$ cat src/rtl/alu_pkg.sv
// Shared ALU opcode constants and the sequencer state encoding used by
// alu_share_arb and its testbench.
package alu_pkg;

    localparam logic [3:0] ALU_AND = 4'b0000;
    localparam logic [3:0] ALU_OR  = 4'b0001;
    localparam logic [3:0] ALU_ADD = 4'b0010;
    localparam logic [3:0] ALU_XOR = 4'b0100;
    localparam logic [3:0] ALU_MUL = 4'b0101;
    localparam logic [3:0] ALU_SUB = 4'b0110;
    localparam logic [3:0] ALU_SLT = 4'b0111;
    localparam logic [3:0] ALU_SLL = 4'b1000;
    localparam logic [3:0] ALU_SRL = 4'b1001;
    localparam logic [3:0] ALU_SRA = 4'b1010;
    localparam logic [3:0] ALU_DIV = 4'b1011;
    localparam logic [3:0] ALU_NOR = 4'b1100;

    typedef enum logic [1:0] {
        ST_IDLE = 2'd0,
        ST_EXEC = 2'd1,
        ST_RESP = 2'd2
    } arb_state_t;

endpackage

$ cat src/rtl/rr_arb2.sv
// Two-input round-robin grant: a lone request wins outright; on a tie the
// requester that did not win last time is granted.
module rr_arb2 (
    input  logic [1:0] req,
    input  logic       last,
    output logic [1:0] gnt
);

    always_comb begin
        gnt = req;
        if (req == 2'b11) begin
            gnt = last ? 2'b01 : 2'b10;
        end
    end

endmodule

$ cat src/rtl/alu_share_arb.sv
// Shares one external combinational ALU between two valid/ready requesters:
// round-robin grant, operand latch, one execute cycle, held response.
module alu_share_arb
    import alu_pkg::*;
#(
    parameter int DATA_W = 32,
    parameter int CTRL_W = 4
) (
    input  logic              clk,
    input  logic              reset,
    input  logic [1:0]        req_valid,
    output logic [1:0]        req_ready,
    input  logic [DATA_W-1:0] req_a0,
    input  logic [DATA_W-1:0] req_b0,
    input  logic [CTRL_W-1:0] req_ctrl0,
    input  logic [DATA_W-1:0] req_a1,
    input  logic [DATA_W-1:0] req_b1,
    input  logic [CTRL_W-1:0] req_ctrl1,
    output logic [1:0]        resp_valid,
    input  logic [1:0]        resp_ready,
    output logic [DATA_W-1:0] resp_result,
    output logic              resp_zero,
    output logic              resp_err,
    output logic [DATA_W-1:0] alu_a,
    output logic [DATA_W-1:0] alu_b,
    output logic [CTRL_W-1:0] alu_ctrl,
    input  logic [DATA_W-1:0] alu_result,
    input  logic              alu_zero
);

    arb_state_t        state;
    arb_state_t        state_next;
    logic              last_grant;
    logic              owner;
    logic [DATA_W-1:0] a_q;
    logic [DATA_W-1:0] b_q;
    logic [CTRL_W-1:0] ctrl_q;
    logic [DATA_W-1:0] res_q;
    logic              zero_q;
    logic              err_q;
    logic [1:0]        gnt;
    logic              handshake;
    logic              div_trap;

    rr_arb2 u_arb (
        .req  (req_valid),
        .last (last_grant),
        .gnt  (gnt)
    );

    assign div_trap = (ctrl_q == CTRL_W'(ALU_DIV)) && (b_q == '0);

    // NOTE: every output of this block gets a default first, so no path leaves one unassigned (no latches).
    always_comb begin
        state_next = state;
        req_ready  = 2'b00;
        resp_valid = 2'b00;
        handshake  = 1'b0;
        case (state)
            ST_IDLE: begin
                req_ready = gnt;
                handshake = |(req_valid & gnt);
                if (handshake) begin
                    state_next = ST_EXEC;
                end
            end
            ST_EXEC: begin
                state_next = ST_RESP;
            end
            ST_RESP: begin
                resp_valid[owner] = 1'b1;
                if (resp_ready[owner]) begin
                    state_next = ST_IDLE;
                end
            end
            default: begin
                state_next = ST_IDLE;
            end
        endcase
    end

    // NOTE: registers update with non-blocking assignments so every read in this block sees pre-edge values.
    always_ff @(posedge clk) begin
        if (reset) begin
            state      <= ST_IDLE;
            last_grant <= 1'b1;
            owner      <= 1'b0;
            a_q        <= '0;
            b_q        <= '0;
            ctrl_q     <= '0;
            res_q      <= '0;
            zero_q     <= 1'b0;
            err_q      <= 1'b0;
        end else begin
            state <= state_next;
            if (handshake) begin
                owner      <= gnt[1];
                last_grant <= gnt[1];
                a_q        <= gnt[1] ? req_a1    : req_a0;
                b_q        <= gnt[1] ? req_b1    : req_b0;
                ctrl_q     <= gnt[1] ? req_ctrl1 : req_ctrl0;
            end
            // A divide by zero overrides whatever the ALU produced.
            if (state == ST_EXEC) begin
                res_q  <= div_trap ? '1   : alu_result;
                zero_q <= div_trap ? 1'b0 : alu_zero;
                err_q  <= div_trap;
            end
        end
    end

    assign alu_a       = a_q;
    assign alu_b       = b_q;
    assign alu_ctrl    = ctrl_q;
    assign resp_result = res_q;
    assign resp_zero   = zero_q;
    assign resp_err    = err_q;

endmodule

$ cat config.mk
export PLATFORM = sky130hd
export DESIGN_NAME = alu_share_arb
export DESIGN_NICKNAME = d
export VERILOG_FILES = /design/src/rtl/alu_pkg.sv /design/src/rtl/rr_arb2.sv /design/src/rtl/alu_share_arb.sv
export SDC_FILE = /design/constraint.sdc
export NUM_CORES = 1
export LEC_CHECK = 0
export BUFFER_PORTS_ARGS = -buffer_cell sky130_fd_sc_hd__buf_2
export CORE_MARGIN = 2
export CORE_UTILIZATION = 43
export DETAILED_ROUTE_END_ITERATION = 16
export GPL_TIMING_DRIVEN = 0
export HOLD_SLACK_MARGIN = 0.06
export PLACE_DENSITY = 0.79
export SYNTH_ARGS = -nofsm -noshare
export SYNTH_HDL_FRONTEND = slang
export SYNTH_SLANG_ARGS = --single-unit
$ cat constraint.sdc
create_clock -name clk -period 2.2 [get_ports clk]
set_clock_uncertainty 0.05 [all_clocks]
set_input_delay 0 -clock clk [delete_from_list [all_inputs] [get_ports clk]]
set_output_delay 0 -clock clk [all_outputs]
set_load 0.01 [all_outputs]
; Word-level counts from Yosys, hierarchy flattened
; Index checks and enable logic that the tools add are counted.
[op_classes]
n_bitwise = 1
magnitude_cmp = 2
mux = 17
n_reduce_logical = 6
n_eq_ne = 6
[op_table]
columns = op, n
row1 = $mux W32, 3
row2 = $logic_not A32 Y1, 1
row3 = $mux W2, 6
row4 = $pmux W2 S3, 1
row5 = $mux W1, 5
row6 = $eq A2 B2 Y1 const B, 2
row7 = $eq A4 B4 Y1 const B, 1
row8 = $mux W4, 1
row9 = $ne A2 B2 Y1 const B, 2
row10 = $and A2 B2 Y2, 1
row11 = $eq A2 B1 Y1 const B, 1
row12 = $logic_and A1 B1 Y1, 2
row13 = $logic_not A2 Y1, 1
row14 = $lt A1 B2 Y1 const B, 1
row15 = $reduce_and A2 Y1, 1
row16 = $reduce_or A2 Y1, 1
row17 = $demux W1 S1, 1
row18 = $ge A1 B1 Y1 const B, 1
[totals]
elab_cells = 41
in_bits = 175
out_inout_bits = 106
regBits = 106

; Depth between registers and ports, before layout
; Gate-level depths: netlist (run 1).
[logic_depth]
depth_word = 6
depth_mapped = 6
depth_no_buf = 4

; Hierarchy
; Synthesis (run 1) repeated with hierarchy kept, for this count alone.
[hier_totals]
cells_unflattened = 494
hier_area_um2 = 4703.3
[modules_own_cells]
columns = module, seq_area_each_um2, cells_per_inst, area_per_inst_um2, instances
row1 = alu_share_arb, 2122.0, 491, 4684.5, 1
row2 = rr_arb2, 0.0, 3, 18.8, 1

; Worst setup path before layout (run 1)
; Ideal clock, no wire load.
[synth_timing]
path_type = flip-flop to flip-flop
start = reg b_q[2], in the netlist alu_b[2]
end = reg res_q[10], in the netlist resp_result[10]
path_stages_with_launch = 6
path_slack_ns = 0.624
path_buffers = 1
arrival_ns = 1.445
t_required_ns = 2.069
period_less_slack_ns = 1.576
setup_ns = 0.081
cell_sequence = dfxtp_1 -> or4_4 -> nor2_4 -> nand3_4 -> buf_6 -> a211oi_2
[synth_via]
elab_chain_len = 3
[synth_rtl]
columns = item, line
row1 = start: declaration, alu_share_arb.sv:36  ; logic [DATA_W-1:0] b_q;
row2 = start signal: assignment, alu_share_arb.sv:100  ; b_q <= gnt[1] ? req_b1 : req_b0;
row3 = $logic_not A32 Y1, alu_share_arb.sv:51  ; assign div_trap = (ctrl_q == CTRL_W'(ALU_DIV)) && (b_q == '0);
row4 = $logic_and A1 B1 Y1, alu_share_arb.sv:51
row5 = $mux W32, alu_share_arb.sv:105  ; res_q <= div_trap ? '1 : alu_result;
row6 = end signal: assignment, alu_share_arb.sv:105
row7 = end: declaration, alu_share_arb.sv:38  ; logic [DATA_W-1:0] res_q;
; No other way between the ends.
; A chain may end at the register's enable or synchronous reset.

; Final worst setup path (run 1)
[layout_timing]
start = in req_valid[0]
end = reg a_q[12], in the netlist alu_a[12]
[layout_via]
elab_chain_len = 5
elab_cells_between_ends = 6
cone_classes = eq/ne: 1 / mux: 3 / bitwise: 1 / reduce/logical: 1
[layout_rtl]
columns = item, line
row1 = start: declaration, alu_share_arb.sv:11  ; input logic [1:0] req_valid,
row2 = $eq A2 B2 Y1, rr_arb2.sv:11  ; if (req == 2'b11) begin
row3 = $mux W2, rr_arb2.sv:11
row4 = $and A2 B2 Y2, alu_share_arb.sv:62  ; handshake = |(req_valid & gnt);
row5 = $reduce_or A2 Y1, alu_share_arb.sv:62
row6 = $mux W1, alu_share_arb.sv:59  ; case (state)
row7 = end signal: assignment, alu_share_arb.sv:99  ; a_q <= gnt[1] ? req_a1 : req_a0;
row8 = end: declaration, alu_share_arb.sv:35  ; logic [DATA_W-1:0] a_q;
; Parallel ways exist; a longest one is shown, timed or not.

==> results.ini, run 1 <==
[outcome]
status = complete, no violations

[worst_setup_path]
crit_path_end_kind = flop
critPathKind = in2reg
critPathArrivalTime_ns = 2.34
start_kind = input pin
crit_required_ns = 2.38
path_max_fanout = 10

[power_and_ir_drop]
comb_power_share_pct = 31.8
switchingPower_mw = 1.705
internal_power_mw = 3.596
switching_share_pct = 32.17
p_seq_share_pct = 43.4
p_per_area_nw_per_um2 = 642.9
cellLeakagePower_nw = 3.809
pwr-share-clk_pct = 24.8
ir_drop_mv = 0.4344

[timing]
setup_viol = 0
finalHoldViolations = 0
tightest_slew_ns = 0.7295
rsz0062_at_grt = true
slew_headroom_pct = 51.37
final.setup.tns_ns = 0
finalCritPeriodShare_pct = 98.21
fmax_mhz = 462.8
min_period_ns = 2.161
drv_slew = 0

[clock_network]
cts.htree.levels = 3
numCtsBuffers = 9
cts_buffer_depth = 2
root_buffer = clkbuf_8
cts_setup_buffers = 0
cts.sinks = 106
path_clk_slew_ns = 0.11
cts_tree = yes
insertion_delay_ns = 0.35

[route]
wl_per_cell_um = 17.58
drt_wl_total_mm = 19.34
first_pass_iters = 5
routed_via_density = 5.252
drt_iter0_drc = 296
antenna_left = 0
vias = 5777
drcViolationCount = 0

[floorplan]
die_h_um = 108.7
die_area_um2 = 11810
die_x_um = 108.7
row_count = 38
start_util_pct = 43.84
io_pins = 281
core_area_um2 = 10750

[global_routing]
antenna_found_initial = 0
grt_max_degree = 19
grt_busiest_layer = met2
grtUsageTotal_pct = 31.21
grt_overflow_total = 0
grt_first_pass_wirelength_mm = 28.66
grt_util_met1_pct = 33.17
met2_usage_pct = 57.95
met3_usage_pct = 6.814
grt_pass1_vias = 5913

[cells_and_area]
final_nets = 1130
area_growth_pct = 75.06
drive_above_1_share_pct = 37.08
nFillCells = 680
final_cells = 1100
diodes = 0

[synthesis]
synth_cell_type_count = 33
synth_commonest_cells = nor2_1 (134), dfxtp_1 (106), a211oi_1 (70), mux2i_1 (69), a211oi_2 (30)
yosysWarnings = 0
syn_inst = 492
synth_area_um2 = 4711
synth_most_common_cell = nor2_1
synth_edf_count = 0
synthTopCellsByArea = dfxtp_1 (45%), mux2i_1 (15%), a211oi_1 (11%)
avgSynthCellArea_um2 = 9.575
synth_seq_cells = 106
synth_ff_type = dfxtp_1
yosysTopAreaCell = dfxtp_1
synthArstFlopShare_pct = 0
synthesis.nets = 667
synth_seq_area_share_pct = 45.05
synth_top_cell_area_share_pct = 45.05

[flow_run]
maxCapViolCount = 0

[placement]
dp_hpwl_mm = 11.53
portBuffers = 279
numPlacedInstances = 911
routabilityCongestion = 0.7813

[hold_path]
hold_path_class = in2reg

==> logic make-up (layout without fill, tap and decap cells) <==
kind of cell | after synthesis | after routing | share of synthesized area, %
mux | 69 | 69 | 14.66
buf+inv | 47 | 515 | 4.993
flops | 106 | 106 | 45.05
simple gates | 161 | 161 | 15.01
compound gates | 109 | 109 | 20.29
==> power by group through the flow <==
stage                     logic (mW)  clock network (mW)  registers, mW
after CTS                       1.62                1.33           2.29
after global placement          1.28                   0           2.32
after global routing            1.81                1.41           2.32
final                           1.68                1.31           2.30
after floorplan                0.660                   0           2.42
after detailed placement        1.31                   0           2.33
==> critical path, cell delays in order <==
cell and delay [ns]:
dlygate4sd3_1 0.55, buf_2 0.15, a21boi_1 0.14, clkbuf_4 0.20, buf_2 0.32, mux2i_1 0.32, dlygate4sd3_1 0.59, a211oi_1 0.07
==> routing by layer <==
metal / vias to the layer above / part of all wire [%] / wire (µm)
li1: 2689 / - / -
met1: 2709 / 37 / 7140
met2: 306 / 52 / 10020
met3: 73 / 7.1 / 1372
met4: 0 / 4.2 / 811
met5: - / 0 / 0
==> through the flow <==
step	power [mW]	area [µm²]	utilization (%)	worst slack [ns]	hold slack [ns]
2_1_floorplan	3.078	4711	-	0.6241	0.07590
3_3_place_gp	3.599	6282	58.47	0.4349	0.2769
3_5_place_dp	3.647	6282	58.47	0.4176	0.2859
4_1_cts	5.232	8243	76.71	0.05904	0.3797
5_1_grt	5.550	8247	76.75	-0.01832	0.4330
6_report	5.302	8247	76.75	0.03928	0.3799
==> what timing repair did <==
action	CTS	global route
endpoints found under the hold margin	104	0
hold buffers	174	0
gates resized for setup	0	4
setup endpoints to repair	0	17
==> area by class of cell <==
cell class              instances  area, µm²  area share, %
clock inverters                 5      67.56         0.8193
repair buffers                453       3138          38.05
flip-flops and latches        106       2122          25.73
plain buffers                  45      225.2          2.731
clock buffers                  11      151.4          1.836
multi-input cells             339       2364          28.66
inverters                       1      3.754        0.04552
well taps                     140      175.2          2.124
==> worst paths after layout <==
path | start | endpoint | slack, ns | cells after the start
worst max-delay path | req_valid[0] | alu_a[12]$_SDFFE_PP0P_ | 0.04 | 8
worst min-delay path | reset | state[0]$_SDFFE_PP0P_ | 0.38 | 3
worst max register to register | last_grant$_SDFFE_PP1P_ | alu_a[12]$_SDFFE_PP0P_ | 0.06 | 6
worst min register to register | resp_err$_SDFFE_PP0N_ | resp_err$_SDFFE_PP0N_ | 0.42 | 2
==> cell usage in the layout (no fill, tap or decap), types with 2 or more instances in the layout <==
cell,instances
buf_2,294
dlygate4sd3_1,174
nor2_1,134
dfxtp_1,106
mux2i_1,69
a211oi_1,68
a211oi_2,32
clkbuf_1,22
clkbuf_8,11
nor4_1,5
a21oi_1,5
buf_6,4
nand2_1,3
nand2b_1,2
clkbuf_4,2
buf_1,2
or4_4,2
nor2b_1,2
inv_6,2
==> flip-flops by register name (all words and copies together) (netlist names) <==
| register | cells |
|---|---|
| alu_a | 32 |
| resp_err | 1 |
| resp_zero | 1 |
| owner | 1 |
| alu_b | 32 |
| last_grant | 1 |
| resp_result | 32 |
| state | 2 |
| alu_ctrl | 4 |
No activity file was read; power rests on OpenSTA's default activity.
==> run 2: changes to the inputs <==
--- a/config.mk
+++ b/config.mk
@@ -12,6 +12,7 @@
 export GPL_TIMING_DRIVEN = 0
 export HOLD_SLACK_MARGIN = 0.06
 export PLACE_DENSITY = 0.79
+export SKIP_CTS_REPAIR_TIMING = 1
 export SYNTH_ARGS = -nofsm -noshare
 export SYNTH_HDL_FRONTEND = slang
 export SYNTH_SLANG_ARGS = --single-unit
==> constraint.sdc (replaced) <==
create_clock -name clk -period 2.2 [get_ports clk]
set_clock_uncertainty 0.05 [all_clocks]
set_input_delay 0.22 -clock clk [delete_from_list [all_inputs] [get_ports clk]]
set_output_delay 0.22 -clock clk [all_outputs]
set_load 0.01 [all_outputs]
==> run 2 against run 1 <==
Final cell count fell by 16%. Clock power is essentially flat. Register-to-register slack better by 0.34 ns. Wire length decreased by 25%. Critical path depth down 3. Sequential share of layout area up 6.9 points. Critical path type is now reg2out. Highest routed layer unchanged. Maximum frequency is 19% higher. Largest power group unchanged. Count of clock-buffer cells in the layout stayed put. Hold slack got worse by 0.24 ns. Power down 7.5%.
==> results.ini, run 2 (synthesis gave the netlist of run 1 again) <==
[cells_and_area]
nFillCells = 945  ; was 680
multi_input_area_um2 = 2354  ; was 2364 µm²
drive_above_1_share_pct = 45.11  ; was 37.08%
regArea_um2 = 2122  ; unchanged
area_growth_pct = 38.01  ; was 75.06%
final_nets = 957  ; was 1130
diodes = 0  ; unchanged
final_common_cell = buf_2  ; unchanged
final_cell_mix = buf_2 (296), nor2_1 (134), dfxtp_1 (106)  ; was buf_2 (294), dlygate4sd3_1 (174), nor2_1 (134)
final_cells = 927  ; was 1100

[timing]
worst_slack_ns = 0.3887  ; was 0.03928 ns
fmax_mhz = 552.1  ; was 462.8 MHz
hold-worst-slack_ns = 0.1355  ; was 0.3799 ns
finalHoldViolations = 0  ; unchanged
finalCritPeriodShare_pct = 82.33  ; was 98.21%
slew_headroom_pct = 52.30  ; was 51.37%
tightest_slew_ns = 0.7155  ; was 0.7295 ns
rsz0062_at_grt = false  ; was true
min_period_ns = 1.811  ; was 2.161 ns
final.setup.tns_ns = 0  ; unchanged
drv_slew = 0  ; unchanged
setup_viol = 0  ; unchanged

[hold_path]
min-delay-start = alu_result[26]  ; was reset
hold_path_class = in2reg  ; unchanged

[placement]
dp_hpwl_mm = 11.53  ; unchanged
routabilityCongestion = 0.7813  ; unchanged
numPlacedInstances = 911  ; unchanged
pre_cts_slack_ns = 0.2106  ; was 0.4176 ns
portBuffers = 279  ; unchanged

[global_routing]
grtUsageTotal_pct = 23.24  ; was 31.21%
grt_pass1_vias = 4433  ; was 5913
grt_first_pass_wirelength_mm = 21.67  ; was 28.66 mm
grt_overflow_total = 0  ; unchanged
antenna_found_initial = 0  ; unchanged
grt_max_degree = 19  ; unchanged

[route]
wl_per_cell_um = 15.61  ; was 17.58 µm
routed_via_density = 5.121  ; was 5.252
drt_iter0_drc = 197  ; was 296
vias = 4747  ; was 5777
drt_wl_total_mm = 14.48  ; was 19.34 mm
drcViolationCount = 0  ; unchanged
antenna_left = 0  ; unchanged
first_pass_iters = 4  ; was 5

[clock_network]
cts_buffer_depth = 2  ; unchanged
path_clk_slew_ns = 0.11  ; about the same
insertion_delay_ns = 0.36  ; was 0.35 ns
root_buffer = clkbuf_8  ; unchanged
cts.htree.levels = 3  ; unchanged
cts.sinks = 106  ; unchanged
cts_tree = yes  ; unchanged
numCtsBuffers = 9  ; unchanged

[flow_run]
maxCapViolCount = 0  ; unchanged

[worst_setup_path]
cp-startpoint = last_grant$_SDFFE_PP1P_  ; was req_valid[0]
critPathArrivalTime_ns = 1.54  ; was 2.34 ns
crit_path_end_kind = primary output  ; was flop
r2r_start = state[1]$_SDFFE_PP0P_  ; was last_grant$_SDFFE_PP1P_
crit_required_ns = 1.93  ; was 2.38 ns
path_max_fanout = 10  ; unchanged
critPathKind = reg2out  ; was in2reg
start_kind = flop  ; was input pin

[power_and_ir_drop]
p_per_area_nw_per_um2 = 754.0  ; was 642.9 nW/µm²
ir_drop_mv = 0.4079  ; was 0.4344 mV
power_mw = 4.902  ; was 5.302 mW
cellLeakagePower_nw = 3.087  ; was 3.809 nW

[floorplan]
io_pins = 281  ; unchanged
die_x_um = 108.7  ; unchanged
start_util_pct = 43.84  ; unchanged
core_area_um2 = 10750  ; unchanged
row_count = 38  ; unchanged
die_h_um = 108.7  ; unchanged
die_area_um2 = 11810  ; unchanged

[outcome]
status = complete, no violations  ; unchanged

[run 2: changes by cell type in the layout (fill, tap and decap cells not counted)]
cell           change
buf_2              +2
a211oi_1           +2
buf_6              +1
dlygate4sd3_1    -174
clkbuf_4           -2
a211oi_2           -2
[run 2: stage by stage]
stage	utilization (%)	instance area, µm²
floorplan	-	4711
global placement	58.47	6282
detailed placement	58.47	6282
CTS	60.50	6501
global route	60.50	6501
finish	60.50	6501
[run 2: power by group]
group / internal [mW] / switching, mW / leakage [nW]
clock network: 0.609 / 0.697 / 0.112
logic: 0.579 / 0.726 / 2.10
registers: 2.15 / 0.146 / 0.879
total: 3.33 / 1.57 / 3.09
[run 2: layout make-up]
type                    count  area share [%]
well taps                 140           2.694
inverters                   1         0.05774
clock buffers              11           2.329
clock inverters             5           1.039
plain buffers              46           3.560
repair buffers            279           21.48
flip-flops and latches    106           32.64
multi-input cells         339           36.20
[run 2: worst max-delay path, stage by stage, from the launching register on]
cell and delay, ns:
dfxtp_1 0.34, a21boi_1 0.12, buf_2 0.21, buf_6 0.20, and2_1 0.17, buf_2 0.15
[run 2: final timing paths]
check / endpoint / slack (ns) / cells after the start
max: req_ready[1] / 0.39 / 5
min: resp_result[26]$_SDFFE_PP0N_ / 0.14 / 3
max reg2reg: alu_a[11]$_SDFFE_PP0P_ / 0.40 / 5
min reg2reg: resp_err$_SDFFE_PP0N_ / 0.42 / 2
[run 2: layer usage]
metal  share of wire (%)  GRT usage, %  up-vias
met3                 6.9         4.304       13
met5                   0             0        -
met2                  51         43.48      184
met4                0.79         4.487        0
met1                  41         27.73     2208
li1                    -             -     2342
